$ cat config.mk
export PLATFORM = sky130hd
export DESIGN_NAME = ifetch
export DESIGN_NICKNAME = d
export VERILOG_FILES = /design/src/rtl/ifetch.sv
export SDC_FILE = /design/constraint.sdc
export NUM_CORES = 1
export LEC_CHECK = 0
export CORE_MARGIN = 2
export CORE_UTILIZATION = 35
export CTS_CLUSTER_DIAMETER = 200
export DETAILED_ROUTE_END_ITERATION = 10
export GPL_ROUTABILITY_DRIVEN = 0
export PLACE_DENSITY_LB_ADDON = 0.1
export SKIP_LAST_GASP = 1
export SLEW_MARGIN = 20
export SYNTH_ARGS = -nofsm -noshare
export SYNTH_HDL_FRONTEND = slang
export SYNTH_SLANG_ARGS = --single-unit
export TNS_END_PERCENT = 50
$ cat constraint.sdc
create_clock -name clk -period 14.01 [get_ports clk]
set_input_delay 2.1015 -clock clk [delete_from_list [all_inputs] [get_ports clk]]
set_output_delay 2.1015 -clock clk [all_outputs]
set_load 0.02 [all_outputs]
$ cat src/rtl/ifetch.sv
// Instruction fetch stage: owns the PC, issues credit-limited word requests, and buffers
// in-order responses with their PC for decode. Redirects flush everything still in flight.
module ifetch #(
  parameter logic [31:0] RESET_PC = 32'h0000_0000,
  parameter int          DEPTH    = 2
) (
  input  logic        clk,
  input  logic        rst,
  output logic        imem_req_valid,
  input  logic        imem_req_ready,
  output logic [31:0] imem_req_addr,
  input  logic        imem_rsp_valid,
  input  logic [31:0] imem_rsp_data,
  input  logic        redirect_valid,
  input  logic [31:0] redirect_pc,
  output logic        out_valid,
  input  logic        out_ready,
  output logic [31:0] out_insn,
  output logic [31:0] out_pc
);

  localparam int PW = (DEPTH > 1) ? $clog2(DEPTH) : 1;
  localparam int CW = $clog2(DEPTH + 1) + 1;
  localparam logic [CW-1:0] DEPTH_C = CW'(DEPTH);
  localparam logic [PW-1:0] LAST_PTR = PW'(DEPTH - 1);

  logic [31:0]   pc_reg;
  logic [CW-1:0] inflight_reg, drop_reg, count_reg;
  logic [PW-1:0] pq_head_reg, pq_tail_reg, buf_head_reg, buf_tail_reg;
  logic [31:0]   pq_mem [DEPTH];

  logic [DEPTH*32-1:0] buf_insn_flat, buf_pc_flat;

  logic req_fire, rsp_take, rsp_keep, pop;
  logic [31:0] head_insn, head_pc;

  function automatic logic [PW-1:0] ptr_inc(input logic [PW-1:0] p);
    if (p == LAST_PTR) return '0;
    return p + PW'(1);
  endfunction

  always_comb begin
    imem_req_valid = !rst && !redirect_valid && ((inflight_reg + count_reg) < DEPTH_C);
    imem_req_addr  = pc_reg;
    req_fire       = imem_req_valid && imem_req_ready;
    // A response with nothing outstanding is stale and must not disturb the PC queue.
    rsp_take       = !rst && imem_rsp_valid && (inflight_reg != '0);
    rsp_keep       = rsp_take && (drop_reg == '0) && !redirect_valid;
    out_valid      = !rst && (count_reg != '0);
    pop            = out_valid && out_ready;
    head_insn      = buf_insn_flat[int'(buf_head_reg)*32 +: 32];
    head_pc        = buf_pc_flat[int'(buf_head_reg)*32 +: 32];
    out_insn       = out_valid ? head_insn : 32'h0;
    out_pc         = out_valid ? head_pc : 32'h0;
  end

  always_ff @(posedge clk) begin
    if (req_fire) pq_mem[pq_tail_reg] <= pc_reg;
  end

  genvar gi;
  generate
    for (gi = 0; gi < DEPTH; gi++) begin : g_buf
      logic [31:0] insn_reg, pc_reg_e;
      always_ff @(posedge clk) begin
        if (rsp_keep && (buf_tail_reg == PW'(gi))) begin
          insn_reg <= imem_rsp_data;
          pc_reg_e <= pq_mem[pq_head_reg];
        end
      end
      assign buf_insn_flat[gi*32 +: 32] = insn_reg;
      assign buf_pc_flat[gi*32 +: 32]   = pc_reg_e;
    end
  endgenerate

  always_ff @(posedge clk) begin
    if (rst) begin
      pc_reg       <= RESET_PC;
      inflight_reg <= '0;
      drop_reg     <= '0;
      count_reg    <= '0;
      pq_head_reg  <= '0;
      pq_tail_reg  <= '0;
      buf_head_reg <= '0;
      buf_tail_reg <= '0;
    end else begin
      if (req_fire) begin
        pc_reg      <= pc_reg + 32'd4;
        pq_tail_reg <= ptr_inc(pq_tail_reg);
      end
      if (rsp_take) pq_head_reg <= ptr_inc(pq_head_reg);
      inflight_reg <= inflight_reg + CW'(req_fire) - CW'(rsp_take);

      if (redirect_valid) begin
        // Everything still outstanding after this cycle belongs to the old path.
        pc_reg       <= {redirect_pc[31:2], 2'b00};
        drop_reg     <= inflight_reg - CW'(rsp_take);
        count_reg    <= '0;
        buf_head_reg <= '0;
        buf_tail_reg <= '0;
      end else begin
        if (rsp_take && (drop_reg != '0)) drop_reg <= drop_reg - CW'(1);
        if (rsp_keep) buf_tail_reg <= ptr_inc(buf_tail_reg);
        if (pop) buf_head_reg <= ptr_inc(buf_head_reg);
        count_reg <= count_reg + CW'(rsp_keep) - CW'(pop);
      end
    end
  end

endmodule

==> impl_metrics.env, run 1 <==
export IMPL_grt_max_degree=63
export IMPL_die_y_um=168
export IMPL_crit_buf_inv=4
export IMPL_cts_max_level=1
export IMPL_portBuffers=161
export IMPL_die_w_um=168
export IMPL_synth_commonest_cells="edfxtp_1, nor2_1, mux2i_1, dfxtp_1, nand2_1"
export IMPL_num_vias=5894
export IMPL_avgSynthCellArea_um2=14.0
export IMPL_setup_viol=0
export IMPL_clockBufferDepth=3
export IMPL_worstPathCellList="clkdlybuf4s50_1 > buf_4 > or2_2 > buf_4 > nor2_1 > clkdlybuf4s50_1"
export IMPL_synthTopCellsByArea="edfxtp_1, dfxtp_1, mux2i_1, nor2_1, mux2_2"
export IMPL_viasPerCell=4.97
export IMPL_final_period_utilization_pct=49.3
export IMPL_cp_max_fo=48
export IMPL_leakagePower_nw=3.89
export IMPL_holdWs_ns=0.509
export IMPL_start_util_pct=35.8
export IMPL_end_kind="primary output"
export IMPL_fmax_ghz=0.145
export IMPL_netlist_cell_type_count=56
export IMPL_first_pass_iters=5
export IMPL_drt_iter0_markers=378
export IMPL_yosysMostFrequentCell="edfxtp_1"
export IMPL_cts_reportedPaths_clkPinSlew_ns=0.06
export IMPL_synth_seq_area_share_pct=68.3
export IMPL_cts_root_buf="clkbuf_16"
export IMPL_fin_nets=915
export IMPL_ir_worst_vdd_v=0.0000600
export IMPL_fin_area_um2=12100
export IMPL_utilization_pct=46.1
export IMPL_num_rows=59
export IMPL_rsz0062_at_grt="no"
export IMPL_die_area_um2=28100
export IMPL_syn_inst=671
export IMPL_async_flop_share_pct=0
export IMPL_min_period_ns=6.91
export IMPL_cp_top_family="buffers and inverters"
export IMPL_areaGrowthSynthToFinish_pct=28.9
export IMPL_postCtsSetupBuffers=0
export IMPL_start_kind="input port"
export IMPL_largest_reg_flops=64
export IMPL_drt_total_wl_um=21700
export IMPL_ios=168
export IMPL_cts_tree="yes"
export IMPL_postPlaceCellArea_um2=11300
export IMPL_grtUsageTotal_pct=15.3
export IMPL_ys_ff_latch=228
export IMPL_clkSinkCount=228
export IMPL_critPathRequiredTime_ns=11.91
export IMPL_netlist_area_um2=9380
export IMPL_synth_area_leader_cell="edfxtp_1"
export IMPL_synth_edf_count=184
export IMPL_overflow=0
export IMPL_grt_pass1_vias=5993
export IMPL_synthFlopType="edfxtp_1"
export IMPL_cts_resized=0
export IMPL_final_max_slew_viol_count=0
export IMPL_cts_buffers=25
export IMPL_drive_above_1_share_pct=10.3
export IMPL_diodes=0
export IMPL_wire_per_inst_um=18.3
export IMPL_power_mw=1.58
export IMPL_yosysTopAreaCellShare_pct=58.9
export IMPL_cellPowerDensity_nw_per_um2=131
export IMPL_skew_ns=0.0134
export IMPL_dp_final_hpwl_um=14100
export IMPL_hp_class="reg2reg"
export IMPL_drc=0
export IMPL_status="complete, no violations"
export IMPL_setup_tns_ns=0
export IMPL_tightest_slew_ns=0.998
export IMPL_cpMaxStageDelayCell="or2_2"
export IMPL_crit_path_max_incr_delay_ns=0.61
export IMPL_ys_warn_count=0
export IMPL_worst_setup_path_type="in2out"
export IMPL_hold_buffers=0
export IMPL_antenna_found_initial=0
export IMPL_cap_violations=0
export IMPL_ant_nets=0
export IMPL_grt_pass1_wl_um=33300
export IMPL_hold_violations=0
export IMPL_design_core_area_um2=26200
export IMPL_clk_latency_ns=0.51
export IMPL_max_slew_margin_pct=33.4
export IMPL_fillers=2330
export IMPL_arrival_ns=4.81
==> kinds of logic after synthesis <==
kind of cell | after synthesis | share of synthesized area [%]
buffers and inverters | 54 | 2.61
other | 1 | 0.0400
XOR/XNOR | 22 | 2.41
adder cells (fa/ha/maj) | 12 | 1.84
AO/OA/AOI/OAI | 65 | 4.80
multiplexers | 93 | 10.3
flip-flops | 228 | 68.3
AND/OR/NAND/NOR | 196 | 9.67
==> worst reg2reg max path, cell delays in order (launching register included) <==
cell	delay, ns
dfxtp_1	0.42
inv_1	0.12
fa_1	0.47
xnor3_2	0.33
nor2_1	0.72
inv_2	0.39
nor2_2	0.79
buf_4	0.41
==> where the power goes <==
part	internal, mW	switching [mW]
Combinational	0.0846	0.101
Clock	0.360	0.245
Sequential	0.771	0.0225
Total	1.22	0.369
==> final timing paths <==
check / cells after the start / endpoint / slack [ns] / startpoint
setup / recovery: 6 / out_pc[16] / 7.10 / rst
setup reg to reg: 7 / pq_mem[0][27] / 10.03 / inflight_reg[1]
hold reg to reg: 2 / flip-flop / 0.51 / pq_head_reg
hold / removal: 2 / flip-flop / 0.51 / pq_head_reg
==> cell usage in the layout (no fill, tap or decap), drive strengths merged, types with 6 or more instances in the layout <==
cell type / n
buf: 10
clkbuf: 32
a211oi: 7
a21oi: 15
nand4: 7
o311ai: 6
mux2: 30
mux2i: 63
clkdlybuf4s50: 161
o21ai: 7
xnor2: 12
clkinv: 11
xor2: 8
nor3: 10
a31oi: 8
nor2: 96
o211ai: 6
edfxtp: 184
ha: 9
nand2: 35
inv: 15
nand3: 14
or3: 6
dfxtp: 44
==> routing by layer <==
metal,vias to the layer above,routed length (um),GRT usage [%]
met5,-,0,0
met2,226,10300,25.4
met1,2816,9360,20.0
li1,2811,-,-
met3,41,1370,2.98
met4,0,678,6.01
==> metrics by stage <==
stage	worst slack (ns)	std cells
6_report	7.10	1186
5_1_grt	6.85	1186
4_1_cts	7.04	1186
3_5_place_dp	7.03	1141
3_3_place_gp	7.12	1141
2_1_floorplan	8.07	674
==> final cells by class <==
cell class	count	area [um2]	share of cell area [%]
repair buffers	171	1690	13.9
clock buffers	32	682	5.64
multi-input cells	392	2750	22.8
flip-flops and latches	228	6410	53.0
inverters	15	56.3	0.466
clock inverters	13	86.3	0.714
well taps	335	419	3.47
No activity file was read; power rests on OpenSTA's default activity.
==> run 2: changes to the inputs <==
==> constraint.sdc (replaced) <==
create_clock -name clk -period 6.95 [get_ports clk]
set_input_delay 1.0425 -clock clk [delete_from_list [all_inputs] [get_ports clk]]
set_output_delay 1.0425 -clock clk [all_outputs]
set_load 0.02 [all_outputs]
==> impl_metrics.env, run 2 (synthesis gave the netlist of run 1 again) <==
export IMPL_fmax_ghz=0.229
export IMPL_setup_viol=0
export IMPL_p_seq_share_pct=49.8
export IMPL_cts_resized=0
export IMPL_drt_total_wl_um=22000
export IMPL_max_slew_margin_pct=28.9
export IMPL_fin_nets=915
export IMPL_fillers=2287
export IMPL_die_y_um=168
export IMPL_leakagePower_nw=3.89
export IMPL_pwr_share_comb_pct=11.7
export IMPL_ant_nets=0
export IMPL_status="complete, no violations"
export IMPL_worst_setup_path_type="in2out"
export IMPL_holdWs_ns=0.530
export IMPL_cts_buffers=25
export IMPL_areaGrowthSynthToFinish_pct=28.9
export IMPL_cellPowerDensity_nw_per_um2=265
export IMPL_reg2reg_to="inflight_reg[2]"
export IMPL_num_vias=5863
export IMPL_min_period_ns=4.36
export IMPL_cap_violations=0
export IMPL_grt_pass1_vias=5993
export IMPL_cts_root_buf="clkbuf_16"
export IMPL_grt_pass1_wl_um=33800
export IMPL_antenna_found_initial=0
export IMPL_portBuffers=161
export IMPL_cts_tree="yes"
export IMPL_drc=0
export IMPL_hold_violations=0
export IMPL_final_common_cell="edfxtp_1"
export IMPL_skew_ns=0.0166
export IMPL_sw_frac_of_total_pct=23.0
export IMPL_cts_reportedPaths_clkPinSlew_ns=0.06
export IMPL_cts_max_level=1
export IMPL_ir_worst_vdd_v=0.000131
export IMPL_rsz0062_at_grt="no"
export IMPL_r2r_slack_ns=3.14
export IMPL_final_max_slew_viol_count=0
export IMPL_ios=168
export IMPL_setup_tns_ns=0
export IMPL_num_rows=59
export IMPL_grt_max_degree=53
export IMPL_grtUsageTotal_pct=15.5
export IMPL_internal_power_mw=2.47
export IMPL_drt_iter0_markers=279
export IMPL_hp_class="reg2reg"
export IMPL_die_area_um2=28100
export IMPL_final_cell_mix="edfxtp_1, clkdlybuf4s50_1, nor2_1, mux2i_1, dfxtp_1"
export IMPL_arrival_ns=3.32
export IMPL_wire_per_inst_um=18.6
export IMPL_viasPerCell=4.95
export IMPL_start_kind="input port"
export IMPL_die_w_um=168
export IMPL_final_period_utilization_pct=62.8
export IMPL_diodes=0
export IMPL_hold_buffers=0
export IMPL_largest_reg_flops=64
export IMPL_design_core_area_um2=26200
export IMPL_drive_above_1_share_pct=10.0
export IMPL_clk_latency_ns=0.50
export IMPL_first_pass_iters=6
export IMPL_clockBufferDepth=3
export IMPL_end_kind="primary output"
export IMPL_r2r_start="inflight_reg[1]"
export IMPL_overflow=0
export IMPL_cp_max_fo=38
export IMPL_hp_start="imem_req_addr[31]"
export IMPL_postCtsSetupBuffers=0
export IMPL_reg2reg_depth=12
export IMPL_clkPwrFrac_pct=38.4
export IMPL_holdPathStages=0
export IMPL_critPathLaunch="rst"
export IMPL_net_switching_power_mw=0.739
export IMPL_start_util_pct=35.8
export IMPL_tightest_slew_ns=1.07
export IMPL_dp_final_hpwl_um=14200
export IMPL_critPathRequiredTime_ns=5.91
export IMPL_holdPathEnd="pq_mem[0][31]"
export IMPL_clkSinkCount=228
run 2: cell types whose count changed in the layout (fill, tap and decap cells not counted), sizes merged:
cell,change
clkinv,-5
clkbuf,+3
bufinv,+1
run 2: worst max path at each step:
| stage | endpoint | depth (start not counted) |
|---|---|---|
| floorplan | g_buf[0].insn_reg[0] | 4 |
| global placement | inflight_reg[2] | 12 |
| detailed placement | inflight_reg[2] | 12 |
| CTS | out_insn[9] | 5 |
| global route | out_insn[4] | 5 |
| finish | out_insn[9] | 5 |
run 2: final cells by class:
cell class                 instances  area (um2)  share of cell area, %
tap                              335         419                   3.47
inverter                          15        56.3                  0.466
multi-input combinational        392        2750                   22.8
clock inverter                     9        95.1                  0.786
timing repair buffer             171        1690                   13.9
sequential                       228        6410                   53.0
clock buffer                      35         673                   5.57
run 2: per-layer routing:
metal	up-vias	wire length [um]	global-route usage, %
li1	2807	-	-
met1	2838	9620	20.2
met2	193	10800	26.9
met3	25	1210	2.74
met4	0	415	4.08
met5	-	0	0
run 2: through the flow:
stage / total power, mW / util (%) / setup slack (ns) / std cells / instance area, um2
CTS: 3.25 / 46.1 / 2.52 / 1185 / 12100
floorplan: 1.86 / - / 2.07 / 674 / 9390
global route: 3.35 / 46.1 / 2.38 / 1185 / 12100
global placement: 2.00 / 43.2 / 2.52 / 1141 / 11300
detailed placement: 2.01 / 43.2 / 2.44 / 1141 / 11300
finish: 3.21 / 46.1 / 2.59 / 1185 / 12100
run 2: power groups by stage:
stage               clock, mW  sequential (mW)  combinational (mW)
finish                   1.23             1.60               0.377
global route             1.33             1.61               0.415
CTS                      1.27             1.60               0.382
detailed placement          0             1.63               0.379
global placement            0             1.62               0.372
floorplan                   0             1.63               0.232
run 2: critical path, cell delays in order:
cell	delay, ns
clkdlybuf4s50_1	0.51
or2_2	0.69
buf_4	0.42
nor2_1	0.11
clkdlybuf4s50_1	0.54
==> run 3: changes to the inputs <==
==> constraint.sdc (replaced) <==
create_clock -name clk -period 4.3 [get_ports clk]
set_input_delay 0.645 -clock clk [delete_from_list [all_inputs] [get_ports clk]]
set_output_delay 0.645 -clock clk [all_outputs]
set_load 0.02 [all_outputs]
==> impl_metrics.env, run 3 (synthesis gave the netlist of run 1 again) <==
export IMPL_dp_final_hpwl_um=14400
export IMPL_pwr_share_comb_pct=11.8
export IMPL_diodes=0
export IMPL_crit_path_max_incr_delay_ns=0.60
export IMPL_clockBufferDepth=3
export IMPL_cpMaxStageDelayCell="clkdlybuf4s50_1"
export IMPL_cap_violations=0
export IMPL_largest_reg_flops=64
export IMPL_end_kind="primary output"
export IMPL_r2r_slack_ns=1.29
export IMPL_clkPwrFrac_pct=38.6
export IMPL_cts_resized=0
export IMPL_internal_power_mw=4.00
export IMPL_hp_start="rst"
export IMPL_wire_per_inst_um=18.3
export IMPL_critPathRequiredTime_ns=3.65
export IMPL_design_core_area_um2=26200
export IMPL_skew_ns=0.0135
export IMPL_portBuffers=161
export IMPL_areaGrowthSynthToFinish_pct=29.7
export IMPL_grt_pass1_wl_um=33500
export IMPL_fillers=2340
export IMPL_p_seq_share_pct=49.5
export IMPL_reg2reg_depth=12
export IMPL_ant_nets=0
export IMPL_start_util_pct=35.8
export IMPL_fin_nets=920
export IMPL_cts_buffers=25
export IMPL_power_mw=5.22
export IMPL_setup_tns_ns=0
export IMPL_multiInputGateArea_um2=2750
export IMPL_worstPathCellList="nor3_1 > or2_2 > buf_4 > nor2_1 > clkdlybuf4s50_1"
export IMPL_r2r_start="inflight_reg[1]"
export IMPL_final_cell_mix="edfxtp_1, clkdlybuf4s50_1, nor2_1, mux2i_1, dfxtp_1"
export IMPL_clkSinkCount=228
export IMPL_viasPerCell=4.98
export IMPL_final_period_utilization_pct=80.9
export IMPL_arrival_ns=2.84
export IMPL_sw_frac_of_total_pct=23.4
export IMPL_drt_iter0_markers=347
export IMPL_die_area_um2=28100
export IMPL_antenna_found_initial=0
export IMPL_hp_class="in2reg"
export IMPL_net_switching_power_mw=1.22
export IMPL_die_y_um=168
export IMPL_worst_setup_path_type="reg2out"
export IMPL_postCtsSetupBuffers=0
export IMPL_ir_worst_vdd_v=0.000264
export IMPL_setup_viol=0
export IMPL_drc=0
export IMPL_leakagePower_nw=3.93
export IMPL_cts_reportedPaths_clkPinSlew_ns=0.06
export IMPL_tightest_slew_ns=1.05
export IMPL_status="complete, no violations"
export IMPL_holdPathStages=2
export IMPL_final_common_cell="edfxtp_1"
export IMPL_reg2reg_to="inflight_reg[2]"
export IMPL_first_pass_iters=5
export IMPL_rsz0062_at_grt="no"
export IMPL_grt_max_degree=64
export IMPL_num_vias=5934
export IMPL_overflow=0
export IMPL_seqCellArea_um2=6410
export IMPL_cp_max_fo=37
export IMPL_die_w_um=168
export IMPL_cts_max_level=1
export IMPL_start_kind="flip-flop"
export IMPL_cts_root_buf="clkbuf_16"
export IMPL_final_max_slew_viol_count=0
export IMPL_ios=168
export IMPL_clk_latency_ns=0.51
export IMPL_num_rows=59
export IMPL_cellPowerDensity_nw_per_um2=429
export IMPL_fmax_ghz=0.287
export IMPL_min_period_ns=3.48
export IMPL_drt_total_wl_um=21800
export IMPL_grtUsageTotal_pct=15.3
export IMPL_hold_buffers=0
export IMPL_hold_violations=0
export IMPL_grt_pass1_vias=5985
export IMPL_max_slew_margin_pct=30.1
export IMPL_cts_tree="yes"
export IMPL_drive_above_1_share_pct=10.9
-- run 3: changes by cell type in the layout (fill, tap and decap cells not counted) --
cell / delta
clkinv_1: -2
buf_2: +1
bufinv_16: -1
clkdlybuf4s50_1: -1
buf_12: +3
clkbuf_1: +1
clkbuf_8: +3
buf_4: +2
-- run 3: how the worst max path moves through the flow --
stage                       startpoint              endpoint  slack [ns]
after floorplan                    rst  g_buf[0].insn_reg[0]        0.86
after global placement             rst            out_pc[30]        0.89
after detailed placement           rst            out_pc[30]        0.85
after CTS                 count_reg[2]            out_pc[30]        0.75
after global routing      count_reg[2]            out_pc[30]        0.60
final                     count_reg[2]            out_pc[30]        0.82
-- run 3: power groups by stage --
| stage | Sequential (mW) | Combinational, mW | Clock, mW |
|---|---|---|---|
| floorplan | 2.63 | 0.376 | 0 |
| global placement | 2.63 | 0.612 | 0 |
| detailed placement | 2.63 | 0.625 | 0 |
| CTS | 2.59 | 0.629 | 2.07 |
| global route | 2.60 | 0.678 | 2.15 |
| finish | 2.58 | 0.618 | 2.02 |
-- run 3: per-layer routing --
metal	global-route usage [%]	routed length, um
met1	19.5	9390
met2	26.8	10900
met3	2.51	1080
met4	4.46	470
met5	0	0
-- run 3: metrics by stage --
step                util (%)  hold slack, ns  cells  area, um2  setup slack (ns)
floorplan                  -           0.481    674       9390             0.855
global placement        43.5           0.500   1146      11400             0.891
detailed placement      43.5           0.502   1146      11400             0.854
CTS                     46.4           0.471   1191      12200             0.747
global route            46.4           0.505   1191      12200             0.599
finish                  46.4           0.497   1191      12200             0.820
-- run 3: layout make-up --
| type | count | share of cell area [%] |
|---|---|---|
| clock buffers | 39 | 5.90 |
| clock inverters | 6 | 0.473 |
| inverters | 15 | 0.463 |
| multi-input cells | 392 | 22.6 |
| flip-flops and latches | 228 | 52.7 |
| well taps | 335 | 3.44 |
| repair buffers | 176 | 14.4 |
-- run 3: critical path, delay by kind of cell (launching register included) --
kind	cells	cell delay, ns
flip-flops	1	0.34
AND/OR/NAND/NOR	3	0.86
buffers and inverters	2	1.10
